### config.mk
export PLATFORM = sky130hd
export DESIGN_NAME = ifu_fetch
export DESIGN_NICKNAME = d
export VERILOG_FILES = /design/src/rtl/ifu_fetch.sv
export SDC_FILE = /design/constraint.sdc
export NUM_CORES = 1
export LEC_CHECK = 0
export ABC_AREA = 1
export CORE_MARGIN = 2
export CORE_UTILIZATION = 50
export CTS_CLUSTER_DIAMETER = 30
export DETAILED_ROUTE_END_ITERATION = 10
export PLACE_DENSITY = 0.84
export RECOVER_POWER = 100
export SLEW_MARGIN = 20
export SYNTH_ARGS = -nofsm -noshare
export SYNTH_HDL_FRONTEND = slang
export SYNTH_SLANG_ARGS = --single-unit
### constraint.sdc
create_clock -name clk -period 4.3 [get_ports clk]
set_clock_uncertainty 0.15 [all_clocks]
set_input_delay 0.645 -clock clk [delete_from_list [all_inputs] [get_ports clk]]
set_output_delay 0.645 -clock clk [all_outputs]
set_load 0.02 [all_outputs]
### src/rtl/ifu_fetch.sv
// Instruction fetch unit: turns core PCs into single-beat reads on a valid/ready
// instruction bus and hands the fetched word back to the core, one request in flight.
module ifu_fetch #(
   parameter logic [31:0] NOP_INST = 32'h00000013,
   parameter int unsigned TIMEOUT  = 16
) (
   input  logic        clk,
   input  logic        rst,
   input  logic [31:0] pc,
   input  logic        pc_valid,
   input  logic        flush,
   output logic        inst_valid,
   input  logic        inst_ready,
   output logic [31:0] inst,
   output logic [31:0] inst_pc,
   output logic        fetch_err,
   output logic        mem_req_valid,
   input  logic        mem_req_ready,
   output logic [31:0] mem_req_addr,
   input  logic        mem_rsp_valid,
   input  logic [31:0] mem_rsp_data,
   input  logic        mem_rsp_err,
   output logic [31:0] fetch_cnt
);

   typedef enum logic [2:0] {S_IDLE, S_REQ, S_WAIT, S_DONE, S_DRAIN} state_t;

   localparam logic [7:0] TMAX = 8'(TIMEOUT - 1);

   state_t      state, state_n;
   logic        valid_n, err_n, discard, discard_n, late_seen, late_n;
   logic [31:0] inst_n, pc_n, addr_n, cnt_n;
   logic [7:0]  timer, timer_n;
   logic        start, take_rsp, disc;

   assign mem_req_valid = (state == S_REQ);

   always_ff @(posedge clk) begin
      if (rst) begin
         state        <= S_IDLE;
         inst_valid   <= 1'b0;
         inst         <= NOP_INST;
         inst_pc      <= '0;
         fetch_err    <= 1'b0;
         mem_req_addr <= '0;
         fetch_cnt    <= '0;
         timer        <= '0;
         discard      <= 1'b0;
         late_seen    <= 1'b0;
      end else begin
         state        <= state_n;
         inst_valid   <= valid_n;
         inst         <= inst_n;
         inst_pc      <= pc_n;
         fetch_err    <= err_n;
         mem_req_addr <= addr_n;
         fetch_cnt    <= cnt_n;
         timer        <= timer_n;
         discard      <= discard_n;
         late_seen    <= late_n;
      end
   end

   always_comb begin
      state_n   = state;
      valid_n   = inst_valid;
      inst_n    = inst;
      pc_n      = inst_pc;
      err_n     = fetch_err;
      addr_n    = mem_req_addr;
      cnt_n     = fetch_cnt;
      timer_n   = timer;
      discard_n = discard;
      late_n    = late_seen;
      start     = 1'b0;
      take_rsp  = 1'b0;
      disc      = discard | flush;

      case (state)
         S_IDLE: start = pc_valid;
         S_REQ: begin
            discard_n = disc;
            if (mem_req_ready) begin
               state_n  = S_WAIT;
               timer_n  = '0;
               // zero-wait memory may answer in the same cycle it accepts
               take_rsp = mem_rsp_valid;
            end
         end
         S_WAIT: begin
            discard_n = disc;
            if (mem_rsp_valid) begin
               take_rsp = 1'b1;
            end else if (timer == TMAX) begin
               discard_n = 1'b0;
               timer_n   = '0;
               if (disc) begin
                  state_n = S_IDLE;
               end else begin
                  state_n = S_DRAIN;
                  valid_n = 1'b1;
                  inst_n  = NOP_INST;
                  err_n   = 1'b1;
                  late_n  = 1'b0;
               end
            end else begin
               timer_n = timer + 8'd1;
            end
         end
         S_DONE: begin
            if (flush) begin
               valid_n = 1'b0;
               inst_n  = NOP_INST;
               err_n   = 1'b0;
               state_n = S_IDLE;
            end else if (inst_ready) begin
               if (!fetch_err) cnt_n = fetch_cnt + 32'd1;
               valid_n = 1'b0;
               state_n = S_IDLE;
               start   = pc_valid;
            end
         end
         S_DRAIN: begin
            if (flush) begin
               valid_n = 1'b0;
               inst_n  = NOP_INST;
               err_n   = 1'b0;
            end else if (inst_valid && inst_ready) begin
               valid_n = 1'b0;
            end
            late_n = late_seen | mem_rsp_valid;
            if (timer != TMAX) timer_n = timer + 8'd1;
            // leave only once the core is done and the bus can no longer answer
            if (!valid_n && (late_n || timer == TMAX)) begin
               state_n = S_IDLE;
               late_n  = 1'b0;
            end
         end
         default: state_n = S_IDLE;
      endcase

      if (take_rsp) begin
         discard_n = 1'b0;
         if (disc) begin
            state_n = S_IDLE;
         end else begin
            state_n = S_DONE;
            valid_n = 1'b1;
            err_n   = mem_rsp_err;
            inst_n  = mem_rsp_err ? NOP_INST : mem_rsp_data;
         end
      end

      if (start) begin
         pc_n = pc;
         if (pc[1:0] == 2'b00) begin
            addr_n    = pc;
            valid_n   = 1'b0;
            discard_n = 1'b0;
            state_n   = S_REQ;
         end else begin
            inst_n  = NOP_INST;
            err_n   = 1'b1;
            valid_n = 1'b1;
            state_n = S_DONE;
         end
      end
   end

endmodule

==> results of run 1 <==
-- worst max-delay path, delay by kind of cell --
kind,cells,cell delay [ns]
AOI/OAI and AO/OA,1,0.18
buffers and inverters,3,1.67
and+or+nand+nor,4,0.73
-- final cells by class --
type	count	area [um2]	share of cell area
clock buffer	23	478	0.0536
clock inverter	9	133	0.0149
inverter	62	233	0.0261
multi-input combinational	652	2950	0.330
sequential	143	2860	0.321
tap	168	210	0.0236
timing repair buffer	208	2060	0.231
-- synthesized netlist by cell type --
master	instances	area (um2)
nor3b_1	1	7.51
inv_1	54	203
nand2_1	275	1030
a21oi_1	119	596
xor2_1	5	43.8
nand2_2	2	12.5
and3_1	1	6.26
nand3_2	4	40.0
a22oi_1	1	7.51
nand3b_1	5	37.5
inv_2	7	26.3
nand3b_4	2	40.0
a211oi_1	3	22.5
nor2_4	1	11.3
o21ai_2	1	8.76
o21bai_1	2	15.0
buf_2	19	95.1
nor4_1	3	18.8
nor2_1	86	323
dfxtp_1	143	2860
nor2_2	7	43.8
buf_4	1	7.51
clkbuf_1	19	71.3
o21ai_0	20	100
nand3_1	95	475
clkinv_1	1	3.75
nand4_1	6	37.5
buf_6	2	22.5
nor3_4	1	16.3
o21a_1	1	7.51
ha_1	2	25.0
nor3_1	9	45.0
-- metal layers --
layer / vias up / wire (um)
li1: 3299 / -
met1: 3025 / 7490
met2: 267 / 8290
met3: 34 / 1860
met4: 0 / 344
met5: - / 0
-- cells by family (layout without fill, tap and decap cells) --
family | after synthesis | after routing | synth area share
xor+xnor | 5 | 5 | 0.00699
simple gates | 498 | 498 | 0.343
fa+ha+maj | 2 | 2 | 0.00399
buf+inv | 103 | 302 | 0.0685
flops | 143 | 143 | 0.457
compound gates | 147 | 147 | 0.121
-- worst paths after layout --
path	to	slack, ns	cells after the start
worst min register to register	mem_req_addr[1]	0.28	2
worst max register to register	mem_req_addr[31]	1.50	7
worst min-delay path	mem_req_addr[1]	0.28	2
worst max-delay path	state[0]	1.22	8
-- through the flow --
stage / util / power (mW)
after floorplan: - / 2.11
after global placement: 0.689 / 2.47
after detailed placement: 0.689 / 2.48
after CTS: 0.739 / 3.99
after global routing: 0.737 / 4.11
final: 0.737 / 3.93
-- state kept, by name (all words and copies together) (netlist names) --
signal	flops
fetch_cnt	32
inst	32
inst_pc	32
mem_req_addr	32
timer	8
state	3
discard	1
fetch_err	1
inst_valid	1
late_seen	1
-- report_power, final --
part	switching, mW	total [mW]	internal (mW)
Combinational	0.587	0.912	0.325
Sequential	0.0696	1.50	1.43
Clock	0.562	1.52	0.958
Total	1.22	3.93	2.72
-- cells in the final DEF (no fill, tap or decap), drive strengths merged, types with 21 or more instances in the layout --
| master | n |
|---|---|
| inv | 61 |
| dlygate4sd3 | 132 |
| nand3 | 99 |
| a21oi | 119 |
| dfxtp | 143 |
| o21ai | 21 |
| clkdlybuf4s50 | 69 |
| nor2 | 94 |
| nand2 | 277 |
| clkbuf | 23 |
==> summary.txt, run 1 <==
STA
  – Setup TNS: 0 ns
  – Final worst path period share: 0.716
  – Final hold viol count: 0
  – Final setup vio count: 0
  – Hold WS: 0.277 ns
  – Post-route minimum period: about 3 ns
  – Worst Slack Setup Final: between 1 and 1.5 ns
  – Slew Viols, Final: 0
  – Worst-Margin Slew: ~1.0 ns
  – Worst slew margin: 0.313
  – Peak Freq: around 320 MHz
  – RSZ-0062 raised after global routing: false

Floorplanning
  – Die Wd: around 120 um
  – Die Ht: 116 um
  – Row count: 40
  – Starting density of the core: 0.517
  – Core area: between 10,000 and 15,000 um2
  – Io pins: 203
  – Die area: about 13,000 um2

Clocking
  – Clock transition at path regs: ~0.060 ns
  – CTS root buffer: clkbuf_16
  – Clock buffer count from CTS: 17
  – CTS H-tree depth: 4
  – CTS tree: built
  – Buffer levels on the longest clock path: 2
  – Cts repair resizes: 0
  – Worst skew pair latency: approximately 0.43 ns
  – Sink Count: between 100 and 150
  – Hold_buf cts: 0
  – Post-CTS setup buffer count: 0

Critical path
  – Worst reg2reg startpoint: state[0]
  – Worst-path cell chain: dlygate4sd3_1 -> nor2_1 -> nand2_1 -> nand2_1 -> inv_1 -> nand2_1 -> o21ai_0 -> inv_1
  – Worst endpoint required time: roughly 4.5 ns
  – Slowest stage cell on the critical path: inv_1
  – Most used cell, CP: nand2_1
  – CP arrival: around 3.3 ns
  – Critical Path Fanout Max: 33
  – Setup crit end kind: flop
  – Worst setup path start: flush
  – Startpoint types: primary input
  – CP Class: primary input to flop
  – CP peak stage delay: around 0.95 ns

Finish
  – Final layout net count: 1,158
  – Area Growth Syn to Fin: 42.4%
  – Ant diodes: 0
  – Fin cells: 1,265
  – Final Cell Area: 8920 um2
  – FILL cells: roughly 1,000
  – Layout cell share with drive strength beyond 1: 0.0474

Detailed routing
  – Wire length per cell: 14.2 um
  – DRC Markers: 0
  – Vias: ~6,600
  – Vias per inst: around 5.2
  – Total Wirelength: roughly 18 mm
  – Number of DRC markers in iteration 0: 600
  – Detail Route Antenna Nets: 0
  – Drt pass-1 iters: 5

Global routing
  – Largest net degree at the start of global routing: between 80 and 90
  – Remaining Overflow, GRT: 0
  – Initial antenna violation count: 0
  – First-pass GRT wire length: 28.7 mm
  – Met3 Use GR: 0.101
  – Total track usage: 0.269
  – Met1 GRT Util: 0.325
  – GR Layer Usage met2: 0.441
  – Gr busiest metal: met2
  – Vias in the first global route: ~6,100

Synthesis
  – Seq cells post-synth: between 100 and 150
  – Avg Cell Area, Syn: roughly 7.0 um2
  – Synth unique cells: 32
  – Sequential element share of the synthesized area: 0.457
  – Mapped Nets: around 970
  – Cells after Synth: around 900
  – Cell area after synthesis: roughly 6300 um2
  – Yosys warning count: 0

Pwr
  – P_leak: about 3.7 nW
  – Power Dens Cells: between 400 and 500 nW/um2
  – Peak supply drop: around 330 uV

Placement
  – Cell area after placement: roughly 8300 um2
  – HPWL Detailed: 12.6 mm
  – Number of port buffers: 202
  – Pre-CTS setup slack: around 1.4 ns
  – Placer congestion estimate: roughly 0.94
  – Placed Cells: 1,233

Status
  – Status: completed

Worst hold path
  – Hold_sp: mem_req_addr[1]
  – Worst min path class: flop to flop

Run
  – Max Cap Viol: 0
Power figures use the tool's default switching activity.
==> run 2, diff against run 1 <==
CORE_UTILIZATION = 42   (was 50)
PLACE_DENSITY = 0.75   (was 0.84)
clock period = 2.5 ns   (was 4.3 ns; I/O delays follow)
==> summary.txt, run 2 (synthesis gave the netlist of run 1 again) <==
STA
  – Final worst path period share: 0.908
  – Final hold viol count: 0 (unchanged)
  – Slew Viols, Final: 0 (unchanged)
  – Peak Freq: 440 MHz
  – Setup TNS: 0 ns (unchanged)
  – Final setup vio count: 0 (unchanged)
  – Worst slew margin: 0.445 (+0.133)
  – Worst-Margin Slew: 0.825 ns (-0.204 ns)
  – RSZ-0062 raised after global routing: false
  – Post-route minimum period: around 2.3 ns

Critical path
  – Startpoint types: flop
  – Setup crit end kind: output pin
  – CP Class: flop to output pin
  – CP arrival: 1.75 ns (-1.50 ns)
  – Worst endpoint required time: 1.98 ns (-2.49 ns)
  – Critical Path Fanout Max: 4 (-88%)

Pwr
  – Peak supply drop: 700 uV (+110%)
  – Power Dens Cells: 726 nW/um2 (+65%)
  – Sw Ratio: 0.316 (+0.00616)
  – Clock power frac: 0.351 (-0.035)
  – Flop pwr share: 0.397 (+0.015)
  – Internal: 4.45 mW (+64%)
  – Comb power frac: 0.252 (+0.020)
  – Net Sw Power: 2.05 mW (+68%)
  – P_leak: 3.72 nW (+0.82%)

Finish
  – Area Growth Syn to Fin: 42.8%
  – Most common cell after layout, fill and taps aside: nand2_1
  – Util after Layout: 0.616 (-0.121)
  – Ant diodes: 0 (unchanged)
  – Final Cell Area: 8950 um2 (+0.27%)
  – Layout cell share with drive strength beyond 1: 0.0508 (+0.00341)
  – Final layout net count: 1,165 (+0.60%)
  – Most frequent cells in the layout: 275 x nand2_1, 143 x dfxtp_1, 130 x dlygate4sd3_1, 119 x a21oi_1, 95 x nand3_1

Floorplanning
  – Core area: 14,500 um2 (+20%)
  – Die Wd: 126 um (+8.8%)
  – Starting density of the core: 0.431 (-0.0862)
  – Row count: 44 (+10%)
  – Io pins: 203 (unchanged)
  – Die area: 15,900 um2 (+18%)
  – Die Ht: 126 um (+8.8%)

Detailed routing
  – Vias per inst: 5.13 (-2.1%)
  – Detail Route Antenna Nets: 0 (unchanged)
  – Number of DRC markers in iteration 0: 379 (-37%)
  – DRC Markers: 0 (unchanged)
  – Vias: 6,593 (-0.48%)
  – Drt pass-1 iters: 6 (+1)
  – Total Wirelength: 18.3 mm (+1.8%)
  – Wire length per cell: 14.2 um (+0.18%)

Clocking
  – Worst skew pair latency: 0.41 ns (-0.02 ns)
  – CTS H-tree depth: 4 (unchanged)
  – Clock transition at path regs: 0.05 ns (about the same)
  – Post-CTS setup buffer count: 0 (unchanged)
  – Cts repair resizes: 0 (unchanged)
  – Sink Count: 143 (unchanged)
  – CTS root buffer: clkbuf_16
  – Hold_buf cts: 0 (unchanged)
  – Buffer levels on the longest clock path: 2 (unchanged)
  – CTS tree: built
  – Clock buffer count from CTS: 17 (unchanged)

Global routing
  – Vias in the first global route: 6,111 (-0.60%)
  – Largest net degree at the start of global routing: 82 (unchanged)
  – First-pass GRT wire length: 29.6 mm (+3.2%)
  – Initial antenna violation count: 0 (unchanged)
  – Remaining Overflow, GRT: 0 (unchanged)
  – Total track usage: 0.225 (-0.0445)

Placement
  – Placer congestion estimate: 0.877 (-6.3%)
  – Cell area after placement: 8470 um2 (+1.5%)
  – HPWL Detailed: 12.9 mm (+1.9%)
  – Number of port buffers: 202 (unchanged)

Worst hold path
  – Worst min path class: flop to flop

Run
  – Max Cap Viol: 0 (unchanged)

Status
  – Status: completed
[run 2: worst max-delay path: stages, from the launching register on]
cell	delay, ns
dfxtp_1	0.45
nand3_2	0.15
inv_1	0.12
clkdlybuf4s50_1	0.61
[run 2: layout make-up]
| cell class | count | area [um2] |
|---|---|---|
| well taps | 184 | 230 |
| multi-input cells | 652 | 2950 |
| fillers | 1350 | 5590 |
| clock buffers | 23 | 458 |
| repair buffers | 215 | 2150 |
| inverters | 62 | 233 |
| clock inverters | 7 | 65.1 |
| flip-flops and latches | 143 | 2860 |
[run 2: metrics by stage]
step	instances	hold slack [ns]	worst slack, ns	power (mW)
after floorplan	898	0.321	0.591	3.64
after global placement	1256	0.270	0.137	4.34
after detailed placement	1256	0.270	0.0196	4.34
after CTS	1286	0.280	0.200	6.64
after global routing	1286	0.298	0.0847	6.84
final	1286	0.275	0.229	6.50
[run 2: final timing paths]
kind | end | cells past startpoint | slack (ns) | startpoint
max reg2reg | inst[0] | 9 | 0.30 | timer[0]
max | mem_req_valid | 3 | 0.23 | state[0]
min reg2reg | mem_req_addr[0] | 2 | 0.28 | mem_req_addr[0]
min | mem_req_addr[0] | 2 | 0.28 | mem_req_addr[0]
[run 2: power groups by stage]
stage	Clock (mW)	Sequential, mW	Combinational [mW]
after floorplan	0	2.80	0.833
after global placement	0	2.63	1.70
after detailed placement	0	2.63	1.71
after CTS	2.32	2.59	1.73
after global routing	2.44	2.60	1.80
final	2.28	2.58	1.64
[run 2: layer usage]
layer	vias to the layer above	GRT usage	part of all wire	routed length, um
met1	3005	0.296	0.45	8250
met3	29	0.0680	0.083	1520
met2	237	0.350	0.45	8200
met4	0	0.0808	0.019	342
li1	3322	-	-	-
met5	-	0	0	0
==> run 3, diff against run 2 <==
CORE_UTILIZATION = 50   (was 42)
HOLD_SLACK_MARGIN = 0.15   (was not set)
PLACE_DENSITY = 0.84   (was 0.75)
clock period = 2.7 ns   (was 2.5 ns; I/O delays follow)
==> summary.txt, run 3 (synthesis gave the netlist of run 1 again) <==
Floorplanning
  – Starting density of the core: 0.517 (+0.0862)
  – Die area: 13,400 um2 (-16%)
  – Die Ht: 116 um (-8.1%)
  – Core area: 12,100 um2 (-17%)
  – Row count: 40 (-9.1%)
  – Io pins: 203 (unchanged)
  – Die Wd: 116 um (-8.1%)

Clocking
  – CTS tree: built
  – Cts repair resizes: 0 (unchanged)
  – CTS H-tree depth: 4 (unchanged)
  – CTS root buffer: clkbuf_16
  – Clock buffer count from CTS: 17 (unchanged)
  – Sink Count: 143 (unchanged)
  – Worst skew pair latency: 0.42 ns (about the same)
  – Buffer levels on the longest clock path: 2 (unchanged)
  – Hold_buf cts: 0 (unchanged)
  – Post-CTS setup buffer count: 0 (unchanged)
  – Clock transition at path regs: 0.06 ns (about the same)

Finish
  – Ant diodes: 0 (unchanged)
  – Layout cell share with drive strength beyond 1: 0.0462 (-0.00466)
  – Most common cell after layout, fill and taps aside: nand2_1
  – Area Growth Syn to Fin: 42.0%
  – Final layout net count: 1,166 (+0.086%)
  – Most frequent cells in the layout: 276 x nand2_1, 143 x dfxtp_1, 132 x dlygate4sd3_1, 119 x a21oi_1, 95 x nand3_1
  – Fin cells: 1,273 (-1.0%)

STA
  – Peak Freq: between 400 and 500 MHz
  – Post-route minimum period: about 2.4 ns
  – Worst Slack Setup Final: 0.272 ns (+0.0427 ns)
  – Final setup vio count: 0 (unchanged)
  – Final worst path period share: 0.899
  – RSZ-0062 raised after global routing: false
  – Hold WS: 0.283 ns (+0.00816 ns)
  – Setup TNS: 0 ns (unchanged)
  – Worst-Margin Slew: 0.844 ns (+0.0181 ns)
  – Slew Viols, Final: 0 (unchanged)
  – Worst slew margin: 0.433 (-0.0122)
  – Final hold viol count: 0 (unchanged)

Detailed routing
  – Vias per inst: 5.24 (+2.1%)
  – Vias: 6,666 (+1.1%)
  – Number of DRC markers in iteration 0: 544 (+44%)
  – Wire length per cell: 14.7 um (+3.1%)
  – Drt pass-1 iters: 5 (-1)
  – Total Wirelength: 18.7 mm (+2.0%)
  – DRC Markers: 0 (unchanged)
  – Detail Route Antenna Nets: 0 (unchanged)

Critical path
  – R2R cell count: 9 (unchanged)
  – Crit path to: inst[19]
  – Worst endpoint required time: 2.90 ns (+0.92 ns)
  – Setup crit end kind: flop
  – FF-to-FF setup slack: 0.27 ns (-0.03 ns)
  – Worst setup path start: state[2]
  – Reg2reg end: inst[19]
  – Worst reg2reg startpoint: state[2]
  – Startpoint types: flop
  – Critical Path Fanout Max: 29 (+25)
  – CP arrival: 2.63 ns (+0.88 ns)
  – CP Class: flop to flop

Placement
  – HPWL Detailed: 13.0 mm (+0.89%)
  – Placed Cells: 1,241 (-1.2%)
  – Number of port buffers: 202 (unchanged)
  – Placer congestion estimate: 0.927 (+5.7%)
  – Pre-CTS setup slack: 0.170 ns (+0.150 ns)

Pwr
  – Sw Ratio: 0.314 (-0.00173)
  – Peak supply drop: 568 uV (-19%)
  – Internal: 4.15 mW (-6.7%)
  – Comb power frac: 0.244 (-0.008)
  – Power Dens Cells: 680 nW/um2 (-6.4%)
  – Clock power frac: 0.361 (+0.010)
  – P_leak: 3.71 nW (-0.27%)
  – Net Sw Power: 1.90 mW (-7.4%)
  – Flop pwr share: 0.395 (-0.002)

Global routing
  – Total track usage: 0.284 (+0.0590)
  – Initial antenna violation count: 1 (+1)
  – Vias in the first global route: 6,356 (+4.0%)
  – Largest net degree at the start of global routing: 82 (unchanged)
  – Remaining Overflow, GRT: 0 (unchanged)
  – First-pass GRT wire length: 30.4 mm (+2.6%)

Run
  – Max Cap Viol: 0 (unchanged)

Worst hold path
  – Worst min path class: flop to flop

Status
  – Status: completed
-- run 3: cell types whose count changed in the layout (fill, tap and decap cells not counted), sizes merged --
cell | previous run | this run
dlygate4sd3 | 130 | 132
clkbuf | 25 | 31
buf | 12 | 11
clkinv | 5 | 3
clkdlybuf4s50 | 71 | 69
-- run 3: stage by stage --
step | utilization | power (mW) | cell area (um2)
2_1_floorplan | - | 3.37 | 6260
3_3_place_gp | 0.694 | 3.97 | 8410
3_5_place_dp | 0.694 | 3.98 | 8410
4_1_cts | 0.739 | 6.17 | 8950
5_1_grt | 0.735 | 6.34 | 8900
6_report | 0.735 | 6.05 | 8900
-- run 3: metal layers --
metal	global-route usage	wire length, um	share of wire	vias to the layer above
li1	-	-	-	3313
met1	0.340	7760	0.42	3079
met2	0.464	8700	0.47	238
met3	0.106	1820	0.098	34
met4	0.112	387	0.021	2
met5	0	12	0.00064	-
-- run 3: area by class of cell --
cell class / count / area (um2)
Fill cell: 979 / 3210
Multi-Input combinational cell: 652 / 2940
Clock buffer: 27 / 493
Inverter: 62 / 233
Timing Repair Buffer: 216 / 2110
Sequential cell: 143 / 2860
Tap cell: 168 / 210
Clock inverter: 5 / 55.1
-- run 3: worst max-delay path, stage by stage, from the launching register on --
cell	delay, ns
dfxtp_1	0.33
inv_2	0.12
nand2_1	0.07
nor2_1	0.33
nand2_1	0.21
o21ai_1	0.31
nand3b_4	0.16
inv_2	0.40
nand2_1	0.12
a21oi_1	0.14
-- run 3: power by group through the flow --
stage / Sequential (mW) / Combinational, mW / Clock [mW]
final: 2.39 / 1.48 / 2.18
after global routing: 2.41 / 1.62 / 2.31
after CTS: 2.40 / 1.56 / 2.21
after detailed placement: 2.44 / 1.54 / 0
after global placement: 2.43 / 1.53 / 0
after floorplan: 2.60 / 0.771 / 0
-- run 3: how the worst min path moves through the flow --
stage                         start         endpoint  slack [ns]  depth (start not counted)
floorplan                  timer[6]         timer[6]        0.32                          2
global placement    mem_req_addr[1]  mem_req_addr[1]        0.27                          2
detailed placement  mem_req_addr[1]  mem_req_addr[1]        0.28                          2
CTS                 mem_req_addr[1]  mem_req_addr[1]        0.29                          2
global route        mem_req_addr[1]  mem_req_addr[1]        0.31                          2
finish              mem_req_addr[1]  mem_req_addr[1]        0.28                          2
